`config.mk`:
```
export PLATFORM = sky130hd
export DESIGN_NAME = pwm_multi_out
export DESIGN_NICKNAME = d
export VERILOG_FILES = /design/src/rtl/pwm_multi_out.sv
export SDC_FILE = /design/constraint.sdc
export NUM_CORES = 1
export LEC_CHECK = 0
export ABC_AREA = 1
export BUFFER_PORTS_ARGS = -buffer_cell sky130_fd_sc_hd__buf_2
export CORE_ASPECT_RATIO = 1.5
export CORE_MARGIN = 2
export CORE_UTILIZATION = 60
export DETAILED_ROUTE_END_ITERATION = 10
export HOLD_SLACK_MARGIN = 0.1
export PLACE_DENSITY = 0.79
export SLEW_MARGIN = 25
export SYNTH_ARGS = -nofsm -noshare
export SYNTH_HDL_FRONTEND = slang
export SYNTH_SLANG_ARGS = --single-unit
```
`constraint.sdc`:
```
create_clock -name clk -period 7.9 [get_ports clk]
set_input_delay 0.79 -clock clk [delete_from_list [all_inputs] [get_ports clk]]
set_output_delay 0.79 -clock clk [all_outputs]
set_load 0.005 [all_outputs]
```
`src/rtl/pwm_multi_out.sv`:
```
// pwm_multi_out: multi-channel servo/ESC PWM generator.
// Every frame, channel i drives a pulse of MIN_CYC + target[i]*STEP_CYC cycles,
// aligned to the start of the frame. Targets and arm bits are latched at each
// frame start, and a shutdown request lets the current frame finish first.
// Optional build macro: PWM_DISARM_MIN_EN. When it is defined, disarmed
// channels emit MIN_CYC pulses while busy. When it is undefined, disarmed
// channels stay low.
//
// state | meaning
// IDLE  | outputs low, frame counter held at 0
// RUN   | frames repeat back to back
// DRAIN | current frame finishes, then IDLE (or back to RUN if enable returns)
module pwm_multi_out #(
  parameter int CLK_HZ   = 16000000,
  parameter int CHANNELS = 4,
  parameter int WIDTH    = 8,
  parameter int FRAME_HZ = 50,
  parameter int MIN_US   = 1000,
  parameter int SPAN_US  = 1000
) (
  input  logic                      clk,
  input  logic                      rst_n,
  input  logic                      enable,
  input  logic [CHANNELS-1:0]       arm,
  input  logic [CHANNELS*WIDTH-1:0] targets,
  output logic [CHANNELS-1:0]       pwm_out,
  output logic                      frame_start,
  output logic                      busy
);

  localparam int CYC_PER_US = CLK_HZ / 1000000;
  localparam int FRAME_CYC  = CLK_HZ / FRAME_HZ;
  localparam int MIN_CYC    = CYC_PER_US * MIN_US;
  localparam int FULL       = (1 << WIDTH) - 1;
  localparam int STEP_CYC   = (CYC_PER_US * SPAN_US) / FULL;
  localparam int CNT_W      = $clog2(FRAME_CYC);
  localparam logic [CNT_W-1:0] LAST    = CNT_W'(FRAME_CYC - 1);
  localparam logic [CNT_W-1:0] MIN_CNT = CNT_W'(MIN_CYC);
  localparam logic [CNT_W-1:0] STEP    = CNT_W'(STEP_CYC);

  if (CLK_HZ % 1000000 != 0) begin : g_err_clk
    $error("pwm_multi_out: CLK_HZ must be an integer multiple of 1 MHz");
  end
  if (CHANNELS < 1 || CHANNELS > 16) begin : g_err_ch
    $error("pwm_multi_out: CHANNELS must be 1..16");
  end
  if (WIDTH < 4 || WIDTH > 12) begin : g_err_w
    $error("pwm_multi_out: WIDTH must be 4..12");
  end
  if (MIN_CYC + FULL * STEP_CYC >= FRAME_CYC) begin : g_err_frame
    $error("pwm_multi_out: longest pulse does not fit inside one frame");
  end

  typedef enum logic [1:0] {IDLE, RUN, DRAIN} state_t;

  state_t                    state, state_nxt;
  logic [CNT_W-1:0]          cnt, cnt_nxt;
  logic [CHANNELS-1:0]       arm_q, arm_nxt;
  logic [CHANNELS*WIDTH-1:0] tgt_q, tgt_nxt;
  logic [CHANNELS-1:0]       pwm_nxt;
  logic                      new_frame;
  logic [CNT_W-1:0]          pulse [CHANNELS];

  // State, frame counter, latched configuration and registered outputs
  always_ff @(posedge clk or negedge rst_n) begin
    if (!rst_n) begin
      state       <= IDLE;
      cnt         <= '0;
      arm_q       <= '0;
      tgt_q       <= '0;
      pwm_out     <= '0;
      frame_start <= 1'b0;
      busy        <= 1'b0;
    end else begin
      state       <= state_nxt;
      cnt         <= cnt_nxt;
      arm_q       <= arm_nxt;
      tgt_q       <= tgt_nxt;
      pwm_out     <= pwm_nxt;
      frame_start <= new_frame;
      busy        <= (state_nxt != IDLE);
    end
  end

  // Next state/counter. Each output is computed from the values that the
  // counter and latched targets take next, so the outputs line up with cnt.
  always_comb begin
    state_nxt = state;
    cnt_nxt   = cnt;
    new_frame = 1'b0;
    case (state)
      IDLE: begin
        cnt_nxt = '0;
        if (enable) begin
          state_nxt = RUN;
          new_frame = 1'b1;
        end
      end
      RUN: begin
        if (cnt == LAST) begin
          cnt_nxt = '0;
          if (enable) new_frame = 1'b1;
          else        state_nxt = IDLE;
        end else begin
          cnt_nxt = cnt + 1'b1;
          if (!enable) state_nxt = DRAIN;
        end
      end
      DRAIN: begin
        if (cnt == LAST) begin
          cnt_nxt = '0;
          if (enable) begin
            state_nxt = RUN;
            new_frame = 1'b1;
          end else begin
            state_nxt = IDLE;
          end
        end else begin
          cnt_nxt = cnt + 1'b1;
          if (enable) state_nxt = RUN;
        end
      end
      default: begin
        state_nxt = IDLE;
        cnt_nxt   = '0;
      end
    endcase

    arm_nxt = new_frame ? arm : arm_q;
    tgt_nxt = new_frame ? targets : tgt_q;

    for (int i = 0; i < CHANNELS; i++) begin
      pulse[i] = MIN_CNT + CNT_W'(tgt_nxt[i*WIDTH +: WIDTH]) * STEP;
      if (state_nxt == IDLE) begin
        pwm_nxt[i] = 1'b0;
      end else if (arm_nxt[i]) begin
        pwm_nxt[i] = (cnt_nxt < pulse[i]);
      end else begin
`ifdef PWM_DISARM_MIN_EN
        pwm_nxt[i] = (cnt_nxt < MIN_CNT);
`else
        pwm_nxt[i] = 1'b0;
`endif
      end
    end
  end

endmodule

```
==> summary.txt <==
Layout
  • Commonest non-fill, non-tap cell in the layout: inv_1
  • Commonest non-fill, non-tap cells in the layout: inv_1, nand2_1, ha_1, dfrtp_1, fa_1
  • Post-layout nets: between 1000 and 1500
  • Post-layout util: 66.3%
  • Layout cells sized above 1: about 15%
  • Area growth syn-to-layout: 8.84%
  • Ant diodes: 0

Worst setup path
  • Crit path buf inv count: 3
  • Worst Setup Start Kind: flop
  • Register-to-Register Path Depth: 30
  • Slowest CP cell: o21ai_0
  • Slowest Stage Delay on Critical Path: about 0.72 ns
  • Data required, critical path: roughly 8.2 ns
  • Stages on worst setup path: 30
  • Crit path from: cnt[0]
  • Cell mode on critical path: ha_1
  • Critical path arrival: 6.85 ns
  • CP endpoint kind: flop
  • Worst Path Max Fanout: 46
  • Setup CP Type: flop to flop
  • Top delay family on crit path: adder cells
  • Reg-to-Reg Start: cnt[0]

Synthesis
  • Post-synthesis sequential area ratio: 18.0%
  • Mapped cell area: 8760 sq um
  • Number of enable flip-flop cells after synthesis: 0
  • Async set-reset flop share out of synthesis: 100%
  • Synth Net Count: between 1000 and 1500
  • Mapped Cells: ~1100
  • Syn. warnings: 0
  • Syn Area/Cell: around 8 sq um
  • Post-synthesis register bit count: 63
  • Library cells used by synthesis: 50
  • Primary FF master, synth: dfrtp_1

Global routing
  • Global Route Usage Sum: a little over a quarter
  • Largest net degree at the start of global routing: 64
  • First-pass GRT wire length: 32700 microns
  • Initial antenna violation count: 0
  • Total grt overflow: 0
  • Vias in the first global route: 7334

Timing
  • Achievable Freq: between 150 and 200 MHz
  • Setup repair after global routing missed its margin: no
  • # setup viols final: 0
  • Minimum clock period: 6.58 ns
  • Post-route setup TNS: 0 ns
  • Slew Viols, Final: 0
  • PnR worst setup slack: 1.32 ns
  • Fin. Hold Viols: 0
  • Clock skew: approximately 0.0084 ns
  • Worst slew pin tran: 1.07 ns
  • Period utilisation layout: 83.2%
  • Max transition margin: between 20% and 30%

Drt
  • DRC: 0
  • Final wirelength: between 15000 and 20000 microns
  • Routed vias: 7031
  • Vias/cell: roughly 5.2
  • Routed WL per cell: 13.8 microns
  • Drt pass-1 iters: 4
  • Iter 0 DRT Violations: 260
  • Number of routed nets with antenna violations: 0

Clock network
  • Clock buffer depth: 2
  • Post-CTS Resized: 0
  • CTS Root Cell: clkbuf_16
  • Post-CTS setup buffers: 0
  • Cts hold-fix bufs: 0
  • CTS sink cnt: 63
  • Worst skew pair latency: roughly 0.35 ns
  • Clock slew at reported path FFs: 0.06 ns
  • CTS tree: yes
  • H-tree depth: 3
  • TritonCTS Buffers: 9

Floorplan
  • Initial Utilization: between 60% and 70%
  • Die Area: roughly 16000 sq um
  • Core area: ~14000 sq um
  • Die height: between 150 and 200 microns
  • I/O pins: 45
  • Num rows: 54
  • Chip width: 103 microns

Job
  • Max-Cap Viols: 0

Placement
  • Gp weighted congestion: between 0.8 and 0.9
  • Count of buffers from port buffering: 44
  • Worst slack at placement: between 1 and 1.5 ns
  • Post-DP HPWL: approximately 15000 microns

Hold path
  • Hold Path Stages: 2
  • Hold_sp: tgt_q[1]
  • HP Class: flop to flop

Status
  • Outcome: completed
## layout make-up
cell class | instances | area (sq um)
well taps | 196 | 245
clock inverters | 7 | 128
inverters | 232 | 876
clock buffers | 9 | 225
flip-flops and latches | 63 | 1580
multi-input cells | 794 | 6260
fillers | 1213 | 4850
repair buffers | 45 | 228
## cells by family (layout without fill, tap and decap cells)
logic type / Yosys count / in the layout / share of synthesized area, %
DFF: 63 / 63 / 18.0
adders and majority gates: 201 / 201 / 33.4
xor gates and xnor gates: 60 / 60 / 6.08
AOI/OAI and AO/OA: 139 / 139 / 10.3
buffers and inverters: 238 / 293 / 10.6
and+or+nand+nor: 394 / 394 / 21.6
## path summary, 6_finish.rpt
| kind | to | slack (ns) |
|---|---|---|
| max reg2reg | pwm_out[2] | 1.32 |
| max | pwm_out[2] | 1.32 |
| min | tgt_q[1] | 0.49 |
| max in group asynchronous | tgt_q[11] | 6.72 |
| min in group asynchronous | cnt[15] | 0.61 |
| min reg2reg | tgt_q[1] | 0.49 |
## cells in the mapped netlist (all sizes together), types with 3 or more instances
cell | n | area (sq um)
o21bai | 8 | 60.1
xor2 | 45 | 402
a21oi | 56 | 288
o21ai | 47 | 314
o2111ai | 3 | 26.3
nor2 | 54 | 255
o221a | 4 | 45.0
or2 | 24 | 150
nand2 | 224 | 967
xnor2 | 15 | 131
a21o | 3 | 23.8
nand4 | 14 | 93.8
buf | 5 | 51.3
fa | 55 | 1100
ha | 146 | 1830
nor3 | 20 | 110
nand3b | 3 | 22.5
a211oi | 5 | 37.5
inv | 232 | 876
dfrtp | 63 | 1580
nand3 | 53 | 283
o21a | 6 | 52.6
## worst reg2reg max path, delay by kind of cell, from the launching register on
family	cells	cell delay [ns]
AOI/OAI and AO/OA	6	1.44
buffers and inverters	3	0.31
adders and majority gates	7	2.47
and+or+nand+nor	13	1.68
xor gates and xnor gates	1	0.13
DFF	1	0.46
## state kept, by name, indices dropped and copies added (netlist names)
name / cells
arm_q: 4
busy: 1
cnt: 19
frame_start: 1
pwm_out: 4
state: 2
tgt_q: 32
## metal layers
metal  up-vias  wire length (microns)  share of wire [%]  global-route usage (%)
met1      3333                   7820                 42                    31.9
met5         -                      0                  0                       0
met2        93                   9840                 53                    47.2
li1       3578                      -                  -                       -
met4         0                    410                2.2                    9.59
met3        27                    504                2.7                    2.25
## metrics by stage
stage	hold slack (ns)	cells	instance area (sq um)
global placement	0.477	1330	9180
finish	0.491	1346	9540
global route	0.542	1346	9540
detailed placement	0.481	1330	9190
CTS	0.493	1346	9540
floorplan	0.455	1095	8760
Power is not shown: default switching activity piles up to over one toggle a cycle in this logic, so the estimate is an artifact.
